### src/rtl/counter_en_arb.sv
// ============================================================================
// Module   : counter_en_arb
// Brief    : Round-robin owner of a shared enabled up/down counter. Grants one
//            requester at a time and drives the counter enable for exactly
//            len[owner] steps. Progress is measured from the counter's own
//            value, modulo 2^CW.
// Options  : COUNTER_EN_ARB_SVA_EN compiles in protocol assertions and covers.
// Revision : 1.0 - initial release
// ============================================================================
`default_nettype none

module counter_en_arb #(
  parameter int unsigned NREQ    = 4,
  parameter int unsigned CW      = 8,
  parameter bit          INC_DEC = 1'b1
) (
  input  logic                 clk,
  input  logic                 rst,
  input  logic [NREQ-1:0]      req,
  input  logic [NREQ*CW-1:0]   len,
  input  logic [CW-1:0]        cnt,
  output logic                 cnt_en,
  output logic [NREQ-1:0]      gnt,
  output logic [NREQ-1:0]      done,
  output logic                 busy
);

  localparam int unsigned     PW         = (NREQ > 1) ? $clog2(NREQ) : 1;
  localparam logic [1:0]      c_st_idle  = 2'd0;
  localparam logic [1:0]      c_st_run   = 2'd1;
  localparam logic [1:0]      c_st_done  = 2'd2;
  localparam logic [PW-1:0]   c_last_idx = PW'(NREQ - 1);
  localparam logic [NREQ-1:0] c_bit0     = NREQ'(1);

  logic [1:0]    state_q,  state_d;
  logic [PW-1:0] ptr_q,    ptr_d;
  logic [PW-1:0] owner_q,  owner_d;
  logic [CW-1:0] base_q,   base_d;
  logic [CW-1:0] target_q, target_d;

  logic [CW-1:0] w_len [NREQ];
  logic          w_found;
  logic          w_hi_found;
  logic [PW-1:0] w_hi_sel;
  logic [PW-1:0] w_lo_sel;
  logic [PW-1:0] w_sel;
  logic [CW-1:0] w_elapsed;
  logic          w_at_target;
  logic          w_owner_req;
  logic [PW-1:0] w_next_ptr;

  // Unpack the per-requester step counts.
  for (genvar gi = 0; gi < NREQ; gi++) begin : g_len
    assign w_len[gi] = len[gi*CW +: CW];
  end

  // Round-robin pick: lowest set req at or above ptr, else lowest set req overall.
  always_comb begin
    w_hi_found = 1'b0;
    w_hi_sel   = '0;
    w_lo_sel   = '0;
    for (int i = NREQ - 1; i >= 0; i--) begin
      if (req[i]) begin
        w_lo_sel = PW'(i);
        if (PW'(i) >= ptr_q) begin
          w_hi_found = 1'b1;
          w_hi_sel   = PW'(i);
        end
      end
    end
    w_sel = w_hi_found ? w_hi_sel : w_lo_sel;
  end

  assign w_found     = |req;
  // Distance travelled since the grant; wrap-around cancels in CW-bit arithmetic.
  assign w_elapsed   = INC_DEC ? (cnt - base_q) : (base_q - cnt);
  assign w_at_target = (w_elapsed == target_q);
  assign w_owner_req = req[owner_q];
  assign w_next_ptr  = (owner_q == c_last_idx) ? '0 : owner_q + PW'(1);

  // Next-state logic for the IDLE -> RUN -> DONE job sequence.
  always_comb begin
    state_d  = state_q;
    ptr_d    = ptr_q;
    owner_d  = owner_q;
    base_d   = base_q;
    target_d = target_q;
    case (state_q)
      c_st_idle: begin
        if (w_found) begin
          owner_d  = w_sel;
          target_d = w_len[w_sel];
          base_d   = cnt;   // counter is frozen here since cnt_en is low
          state_d  = c_st_run;
        end
      end
      c_st_run: begin
        // Completion takes priority over a simultaneous abort.
        if (w_at_target) begin
          state_d = c_st_done;
        end else if (!w_owner_req) begin
          ptr_d   = w_next_ptr;
          state_d = c_st_idle;
        end
      end
      c_st_done: begin
        ptr_d   = w_next_ptr;
        state_d = c_st_idle;
      end
      default: state_d = c_st_idle;
    endcase
  end

  // State registers with synchronous reset.
  always_ff @(posedge clk) begin
    if (rst) begin
      state_q  <= c_st_idle;
      ptr_q    <= '0;
      owner_q  <= '0;
      base_q   <= '0;
      target_q <= '0;
    end else begin
      state_q  <= state_d;
      ptr_q    <= ptr_d;
      owner_q  <= owner_d;
      base_q   <= base_d;
      target_q <= target_d;
    end
  end

  assign gnt    = (state_q == c_st_run)  ? (c_bit0 << owner_q) : '0;
  assign done   = (state_q == c_st_done) ? (c_bit0 << owner_q) : '0;
  assign busy   = (state_q != c_st_idle);
  // Enable drops in the same cycle the target is reached or the owner lets go.
  assign cnt_en = (state_q == c_st_run) && !w_at_target && w_owner_req;

`ifdef COUNTER_EN_ARB_SVA_EN
  localparam logic [CW-1:0] c_step      = INC_DEC ? CW'(1) : {CW{1'b1}};
  localparam logic [CW-1:0] c_wrap_from = INC_DEC ? {CW{1'b1}} : {CW{1'b0}};

  a_gnt_onehot: assert property (@(posedge clk) disable iff (rst) $onehot0(gnt))
    else $error("gnt is not onehot0");
  a_en_has_gnt: assert property (@(posedge clk) disable iff (rst) cnt_en |-> (gnt != '0))
    else $error("cnt_en without grant");
  a_en_steps: assert property (@(posedge clk) disable iff (rst)
      cnt_en |=> (cnt == $past(cnt) + c_step))
    else $error("counter did not step by one after cnt_en");
  a_idle_stable: assert property (@(posedge clk) disable iff (rst) !cnt_en |=> $stable(cnt))
    else $error("counter moved without cnt_en");
  a_done_onehot: assert property (@(posedge clk) disable iff (rst) $onehot0(done))
    else $error("done is not onehot0");
  a_done_single: assert property (@(posedge clk) disable iff (rst) (|done) |=> !(|done))
    else $error("done high on consecutive cycles");

  for (genvar gi = 0; gi < NREQ; gi++) begin : g_done_src
    a_done_after_gnt: assert property (@(posedge clk) disable iff (rst)
        done[gi] |-> $past(gnt[gi]))
      else $error("done without preceding grant");
  end

  c_abort: cover property (@(posedge clk) disable iff (rst)
      (state_q == c_st_run) && !w_owner_req && !w_at_target);
  c_len_zero: cover property (@(posedge clk) disable iff (rst)
      (state_q == c_st_idle) && w_found && (w_len[w_sel] == '0));
  c_wrap: cover property (@(posedge clk) disable iff (rst)
      cnt_en && (cnt == c_wrap_from));
`else
  // Assertions are not compiled in this build.
`endif

endmodule

`default_nettype wire

### config.mk
export PLATFORM = sky130hd
export DESIGN_NAME = counter_en_arb
export DESIGN_NICKNAME = d
export VERILOG_FILES = /design/src/rtl/counter_en_arb.sv
export SDC_FILE = /design/constraint.sdc
export NUM_CORES = 1
export LEC_CHECK = 0
export ABC_AREA = 0
export CAP_MARGIN = 20
export CORE_MARGIN = 10
export CORE_UTILIZATION = 35
export DETAILED_ROUTE_END_ITERATION = 12
export HOLD_SLACK_MARGIN = 0.06
export MAX_ROUTING_LAYER = met4
export PLACE_DENSITY_LB_ADDON = 0.3
export REMOVE_ABC_BUFFERS = 1
export SYNTH_ARGS = -nofsm -noshare
export SYNTH_HDL_FRONTEND = slang
export SYNTH_SLANG_ARGS = --single-unit
### constraint.sdc
create_clock -name clk -period 4.9 [get_ports clk]
set_input_delay 1.47 -clock clk [delete_from_list [all_inputs] [get_ports clk]]
set_output_delay 1.47 -clock clk [all_outputs]
set_load 0.01 [all_outputs]
==> results.toml, run 1 <==
[routing]
via_per_inst = 4.94
drt-initial-drc-count = 89
drcViolationCount = 0
wl_per_cell_um = 13.8
wl_mm = 5.16
antenna_left = 0
dr.pass1.iters = 4
via_count = 1841

[final_layout]
layout_common_cells = "51 x clkdlybuf4s50_1, 38 x nand2_1, 33 x buf_4, 25 x a21oi_1, 22 x dfxtp_1"
nets = 365
layout_commonest_cell = "clkdlybuf4s50_1"
drive_gt1_share_pct = 24.8
synthToLayoutAreaGrowth_pct = 61.3
antenna_cells = 0
finalNonFillerCells = 373
postLayoutCoreUtil_pct = 58.8

[setup_path]
path_cells = "clkdlybuf4s50_1, ha_4, xor2_1, or3_1, o32ai_2, a311oi_2, o311ai_4, inv_1, buf_6"
slowest_stage = "clkdlybuf4s50_1"
worstPathRequired_ps = 3430
critPathLaunchType = "input pin"
critical_path.endpoint_type = "output pin"
r2r_start = "base_q[0]"
reg2reg_depth = 21
cp_data_arrival_time_ps = 3520
slowest_delay_ps = 520
path_max_fanout = 3
regToRegSetupSlack_ps = 1140
regToRegEndpoint = "ptr_q[0]"
worstSetupPathType = "input pin to output pin"

[sta]
tightest_slew_ps = 641
finalHoldViolations = 0
rsz0062_at_grt = "true"
post-route-period-util_pct = 102
slew_viol_final = 0
finalSetupViolCount = 1
slew_headroom_pct = 57.1
timing.final.ws_setup_ps = -88.0
fmaxAchievable_ghz = 0.200
fin_worst_hold_slack_ps = 461
period_needed_ps = 4990
fin_skew_ps = 6.90

[global_route]
grt_usage_pct = 12.2
overflow = 0
grt_pass1_vias = 1861
antenna_found_initial = 0
grt_pass1_wl_mm = 8.21
grt_max_degree = 24

[clock_network]
clkTransAtPathRegs_ps = 80
hold_buffers = 0
ctsRootBufferMaster = "clkbuf_8"
clock_sinks = 22
h-tree-depth = 1
insertion_delay_ps = 280
cts_tree = "yes"
cts_buffer_depth = 2
cts_buffers = 3

[placed_design]
portBuffers = 55
gp_congestion = 0.822
hpwl_mm = 3.63
dp.cells = 354
dp_worst_setup_slack_ps = -1070

[synth]
syn_area_per_cell_um2 = 7.90
synth_top_family_by_area = "simple AND/OR/NAND/NOR gates"
yosys_most_used_dff = "dfxtp_1"
synth_compound_gate_area_share_pct = 17.4
ys_types = 41
synth_seq_cells = 22
seq_area_frac_synth_pct = 25.2
synthAdderAreaFrac_pct = 9.03
netlist_instances = 221
netlist_area_um2 = 1750
yosys_warnings = 0
ys_async_sr_fraction_pct = 0
yosys-mux-area-fraction_pct = 12.8
synth_simple_gate_area_share_pct = 22.9
synth-edff-count = 0
synth-xor-area-share_pct = 7.03

[die]
die_h_um = 90.6
initial_core_util_pct = 36.5
die_x_um = 90.6
rows = 25
core_um2 = 4790
pin_count = 56
die_area_um2 = 8210

[run]
drv_cap = 0

[worst_hold_path]
hp-class = "flop to flop"
whs_endpoint = "base_q[3]"
hold_depth = 2
min_from = "base_q[3]"

[status]
outcome = "complete, but fails checks"
violations = "negative setup slack"

[power]
finalPower_mw = 0.679
power_density_nw_per_um2 = 241
vdd_drop_max_v = 0.000125
p_leak_nw = 1.12
sequential cells by signal, indices dropped and copies added, names as in the netlist:
signal    count
owner_q       2
base_q        8
target_q      8
state_q       2
ptr_q         2
synth_stat cells, types with 2 or more instances:
library cell | number | area share (%)
inv_1 | 14 | 3.0
and2_1 | 8 | 2.9
mux2i_1 | 11 | 6.3
ha_1 | 11 | 7.9
clkbuf_1 | 6 | 1.3
nand2_1 | 38 | 8.2
nand3_1 | 6 | 1.7
nor3_2 | 2 | 1.1
xor2_1 | 5 | 2.5
o21ai_0 | 3 | 0.86
nor3b_1 | 2 | 0.86
mux2_2 | 8 | 5.2
o211ai_1 | 8 | 3.4
xnor2_1 | 9 | 4.5
nor2_1 | 9 | 1.9
o31ai_1 | 2 | 0.86
and3_1 | 3 | 1.1
dfxtp_1 | 22 | 25
nor2b_1 | 3 | 1.1
buf_6 | 2 | 1.3
or2_2 | 2 | 0.72
a211oi_1 | 2 | 0.86
a21oi_1 | 27 | 7.7
per-layer routing:
layer / vias up / GRT usage, % / part of all wire [%]
met3: 16 / 2.41 / 4.1
met4: 0 / 5.04 / 2.4
li1: 944 / - / -
met1: 821 / 12.6 / 45
met5: - / - / 0
met2: 60 / 22.0 / 48
how the worst max path moves through the flow:
stage / end / startpoint / depth (start not counted)
after global routing: cnt_en / cnt[6] / 9
after floorplan: cnt_en / cnt[0] / 10
after CTS: cnt_en / cnt[0] / 12
after detailed placement: cnt_en / cnt[0] / 13
after global placement: cnt_en / cnt[0] / 13
final: cnt_en / cnt[6] / 9
final cells by class:
cell class                 count  area, um2
fill                         434       1970
sequential                    22        440
inverter                      14       55.1
tap                           67       83.8
timing repair buffer          89        806
multi-input combinational    177       1380
clock buffer                   4       55.1
kinds of logic (layout without fill, tap and decap cells):
family	after synthesis	in the layout
multiplexers	20	20
XOR/XNOR	14	14
buffers and inverters	22	107
AO/OA/AOI/OAI	50	50
AND/OR/NAND/NOR	81	81
adder cells (fa/ha/maj)	12	12
flip-flops	22	22
metrics by stage:
stage	setup TNS, ps	area (um2)
floorplan	-32.3	1700
global placement	-1040	2480
detailed placement	-1070	2480
CTS	-55.1	2740
global route	-148	2820
finish	-88.0	2820
critical path: cells and delay by family:
family | cells | cell delay (ps)
buffers and inverters | 3 | 720
AOI/OAI and AO/OA | 3 | 600
and+or+nand+nor | 1 | 350
adders and majority gates | 1 | 220
xor gates and xnor gates | 1 | 150
power breakdown:
group / internal [mW] / switching, mW / total (mW) / leakage (nW)
Sequential: 0.196 / 0.0163 / 0.213 / 0.182
Combinational: 0.180 / 0.150 / 0.330 / 0.909
Clock: 0.0720 / 0.0641 / 0.136 / 0.0288
repair_timing:
item | in CTS | in global routing
pin swaps | 9 | 10
setup buffers | 16 | 3
gates resized for setup | 27 | 18
setup endpoints to repair | 1 | 2
Power figures use the tool's default switching activity.
==> run 2: changes to the inputs <==
- CORE_ASPECT_RATIO: unset -> 0.5
==> results.toml, run 2 (synthesized netlist as in run 1, its figures left out) <==
[sta]
slew_viol_final = 0
tns_ps = -101
finalHoldViolations = 0
timing.final.ws_setup_ps = -101
fin_skew_ps = 5.91
slew_headroom_pct = 63.9
finalSetupViolCount = 1
fmaxAchievable_ghz = 0.200
rsz0062_at_grt = "true"
post-route-period-util_pct = 102
period_needed_ps = 5000
tightest_slew_ps = 541

[global_route]
grt_pass1_wl_mm = 8.01
overflow = 0
grt_usage_pct = 11.4
grt_max_degree = 24
grt_pass1_vias = 1826
antenna_found_initial = 0

[clock_network]
ctsRootBufferMaster = "clkbuf_8"
insertion_delay_ps = 270
cts_buffers = 3
cts_buffer_depth = 2
cts_tree = "yes"
clock_sinks = 22
clkTransAtPathRegs_ps = 80
postCtsSetupBuffers = 0
h-tree-depth = 1
hold_buffers = 0

[routing]
drt-initial-drc-count = 64
wl_per_cell_um = 13.2
dr.pass1.iters = 4
via_count = 1760
via_per_inst = 4.86
antenna_left = 0
drcViolationCount = 0
wl_mm = 4.76

[final_layout]
layout_commonest_cell = "clkdlybuf4s50_1"
drive_gt1_share_pct = 19.9
nets = 351
reg_top3 = "base_q: 8 flops, target_q: 8 flops"
layout_common_cells = "50 x clkdlybuf4s50_1, 38 x nand2_1, 25 x a21oi_1, 22 x dfxtp_1, 19 x buf_4"
synthToLayoutAreaGrowth_pct = 53.2
finalNonFillerCells = 362
antenna_cells = 0

[die]
core_um2 = 4860
die_x_um = 120
die_h_um = 69.9
initial_core_util_pct = 35.9
die_area_um2 = 8380
rows = 18
pin_count = 56

[placed_design]
portBuffers = 55
gp_congestion = 0.821
dp.cells = 358
hpwl_mm = 3.68

[setup_path]
critPathLaunchType = "input pin"
critical_path.endpoint_type = "output pin"
slowest_delay_ps = 440
reg2reg_depth = 9
path_max_fanout = 4
path_cells = "clkdlybuf4s50_1, ha_1, xnor2_1, xnor2_1, or2_4, o311ai_4, buf_4, inv_2, buf_6"
r2r_start = "base_q[0]"
crit_family = "buffers and inverters"
crit_buf_inv = 4
regToRegSetupSlack_ps = 2330
regToRegEndpoint = "ptr_q[0]"
worstSetupPathType = "input pin to output pin"
cp_common_cell = "xnor2_1"
worstPathRequired_ps = 3430
slowest_stage = "clkdlybuf4s50_1"
cp_data_arrival_time_ps = 3530

[worst_hold_path]
whs_endpoint = "base_q[2]"
min_from = "base_q[2]"
hp-class = "flop to flop"
hold_depth = 2

[power]
vdd_drop_max_v = 0.000115
p_leak_nw = 1.05
power_density_nw_per_um2 = 238

[run]
drv_cap = 0

[status]
violations = "negative setup slack"
outcome = "complete, but fails checks"
## run 2: changes by cell type in the layout (fill, tap and decap cells not counted), sizes merged
cell / before / now
dlymetal6s2s: 0 / 1
buf: 36 / 22
clkdlybuf4s50: 51 / 50
## run 2: worst max path at each step
| stage | slack [ps] | cells after the start | from | end |
|---|---|---|---|---|
| finish | -100 | 9 | cnt[5] | cnt_en |
| global route | -190 | 13 | cnt[0] | cnt_en |
| CTS | -110 | 13 | cnt[0] | cnt_en |
| detailed placement | -1110 | 13 | cnt[0] | cnt_en |
| global placement | -1070 | 13 | cnt[0] | cnt_en |
| floorplan | -30 | 10 | cnt[0] | cnt_en |
## run 2: power by group
group          internal, mW  total (mW)  leakage (nW)  switching [mW]
sequential            0.196       0.212         0.182          0.0158
clock                0.0718       0.133        0.0288          0.0613
combinational         0.157       0.292         0.837           0.135
## run 2: what timing repair did
item,CTS,global route
gates resized for setup,26,12
endpoints found under the setup margin,1,1
pin swaps,5,8
gates cloned,0,0
## run 2: metrics by stage
step | setup WS, ps | utilization (%) | area (um2) | power (mW) | hold slack [ps]
floorplan | -32.3 | - | 1700 | 0.364 | 430
global placement | -1070 | 51.0 | 2480 | 0.472 | 442
detailed placement | -1110 | 51.2 | 2490 | 0.481 | 447
CTS | -114 | 53.7 | 2610 | 0.628 | 458
global route | -186 | 55.0 | 2670 | 0.681 | 480
finish | -101 | 55.0 | 2670 | 0.637 | 455
## run 2: routing by layer
| layer | part of all wire (%) | vias to the layer above | wire, um | GRT usage [%] |
|---|---|---|---|---|
| met5 | 0 | - | 0 | - |
| met4 | 1.2 | 0 | 57 | 3.19 |
| met3 | 5.3 | 5 | 253 | 2.73 |
| met2 | 47 | 49 | 2260 | 19.1 |
| met1 | 46 | 790 | 2190 | 13.3 |
| li1 | - | 916 | - | - |
## run 2: layout make-up
cell class	instances	area (um2)
inverter	14	55.1
fill	457	2190
clock buffer	4	55.1
timing repair buffer	75	707
multi-input combinational	177	1330
sequential	22	440
tap	70	87.6
## run 2: worst min-delay path: stages, from the launching register on
cell and delay, ps:
dfxtp_1 310, nand2_1 50, a21oi_1 50
==> run 3: changes to the inputs <==
- PLACE_DENSITY_LB_ADDON: 0.3 -> 0.1
==> results.toml, run 3 (synthesized netlist as in run 1, its figures left out) <==
[run]
drv_cap = 0

[power]
switchingPower_mw = 0.214
p_clk_share_pct = 24.9
vdd_drop_max_v = 0.000122
p_leak_nw = 1.07
p_sw_share_pct = 31.2
power_density_nw_per_um2 = 252
cellInternalPower_mw = 0.471
seqPwrFrac_pct = 31.1
power_frac_comb_pct = 44.0

[final_layout]
layout_common_cells = "50 x clkdlybuf4s50_1, 38 x nand2_1, 26 x a21oi_1, 22 x dfxtp_1, 22 x buf_4"
finalNonFillerCells = 364
layout_commonest_cell = "clkdlybuf4s50_1"
postLayoutCoreUtil_pct = 55.8
synthToLayoutAreaGrowth_pct = 55.5
antenna_cells = 0
nets = 353
drive_gt1_share_pct = 20.7
reg_top3 = "base_q: 8 flops, target_q: 8 flops"

[setup_path]
cp.depth = 12
path_max_fanout = 2
cp_data_arrival_time_ps = 3440
cp-startpoint = "cnt[0]"
path_cells = "buf_8, inv_4, ha_4, fa_2, or2b_1, buf_4, a21oi_1, o32ai_2, a311oi_2, o311ai_4, inv_1, buf_2"
cp-endpoint = "cnt_en"
worstSetupPathType = "input pin to output pin"
crit_family = "compound AO/OA/AOI/OAI gates"
critPathLaunchType = "input pin"
regToRegEndpoint = "ptr_q[0]"
critical_path.endpoint_type = "output pin"
slowest_delay_ps = 340
reg2reg_depth = 10
r2r_start = "base_q[0]"
worstPathRequired_ps = 3430
slowest_stage = "fa_2"
regToRegSetupSlack_ps = 2150
crit_buf_inv = 5

[routing]
via_per_inst = 4.75
via_count = 1728
wl_mm = 4.76
dr.pass1.iters = 4
antenna_left = 0
wl_per_cell_um = 13.1
drt-initial-drc-count = 38
drcViolationCount = 0

[clock_network]
clock_sinks = 22
h-tree-depth = 1
insertion_delay_ps = 270
cts_buffer_depth = 2
ctsRootBufferMaster = "clkbuf_8"
cts_buffers = 3
clkTransAtPathRegs_ps = 80
cts_tree = "yes"

[die]
die_x_um = 120
initial_core_util_pct = 35.9
core_um2 = 4860
pin_count = 56
die_area_um2 = 8380
die_h_um = 69.9
rows = 18

[sta]
period_needed_ps = 4910
slew_headroom_pct = 40.7
slew_viol_final = 0
finalHoldViolations = 0
finalSetupViolCount = 1
rsz0062_at_grt = "true"
fin_skew_ps = 1.27
tightest_slew_ps = 886
timing.final.ws_setup_ps = -5.93
fmaxAchievable_ghz = 0.204
post-route-period-util_pct = 100

[global_route]
grt_pass1_wl_mm = 8.37
overflow = 0
grt_usage_pct = 11.9
antenna_found_initial = 0
grt_max_degree = 24
grt_pass1_vias = 1843

[placed_design]
gp_congestion = 0.773
dp.cells = 356
hpwl_mm = 3.73
portBuffers = 55

[status]
violations = "negative setup slack"
outcome = "complete, but fails checks"

[worst_hold_path]
hp-class = "flop to flop"
## run 3: changes by cell type in the layout (fill, tap and decap cells not counted), sizes merged
cell | before | now
buf | 22 | 24
bufinv | 0 | 1
clkbuf | 5 | 4
## run 3: stage by stage
stage / hold slack, ps / setup WS, ps / instance area [um2] / power [mW] / setup TNS (ps)
after floorplan: 430 / -32.3 / 1700 / 0.364 / -32.3
after global placement: 442 / -1090 / 2470 / 0.474 / -1090
after detailed placement: 451 / -1120 / 2470 / 0.479 / -1120
after CTS: 463 / -45.6 / 2650 / 0.675 / -45.6
after global routing: 486 / -92.7 / 2710 / 0.732 / -92.7
final: 460 / -5.93 / 2710 / 0.684 / -5.93
## run 3: worst min-delay path, stage by stage (launching register included)
cell and delay, ps:
dfxtp_1 320, nand2_1 50, a21oi_1 50
## run 3: layout make-up
cell class	instances	area, um2
clock inverter	1	30.0
tap	70	87.6
sequential	22	440
inverter	14	55.1
multi-input combinational	177	1350
timing repair buffer	77	712
clock buffer	3	41.3
fill	462	2150
## run 3: metal layers
layer  vias to the layer above  routed length [um]  track usage [%]
met5                         -                   0                -
met4                         0                  18             1.60
met3                         4                 293             3.69
met2                        50                2060             19.1
met1                       757                2400             14.7
li1                        917                   -                -
## run 3: how the worst min path moves through the flow
stage,startpoint,cells after the start,end
6_report,base_q[3],2,base_q[3]
5_1_grt,base_q[3],2,base_q[3]
4_1_cts,base_q[3],2,base_q[3]
3_5_place_dp,base_q[3],2,base_q[3]
3_3_place_gp,base_q[3],2,base_q[3]
2_1_floorplan,base_q[2],2,base_q[2]
## run 3: power groups by stage
| stage | clock network, mW | logic [mW] | registers (mW) |
|---|---|---|---|
| 5_1_grt | 0.183 | 0.334 | 0.216 |
| 3_3_place_gp | 0 | 0.259 | 0.215 |
| 6_report | 0.171 | 0.301 | 0.213 |
| 3_5_place_dp | 0 | 0.263 | 0.216 |
| 4_1_cts | 0.176 | 0.287 | 0.212 |
| 2_1_floorplan | 0 | 0.153 | 0.211 |
## run 3: what timing repair did
item,4_1_cts,5_1_grt
pin swaps,9,8
endpoints found under the setup margin,1,1
hold buffers,0,0
gates resized for setup,28,11
setup buffers,2,2
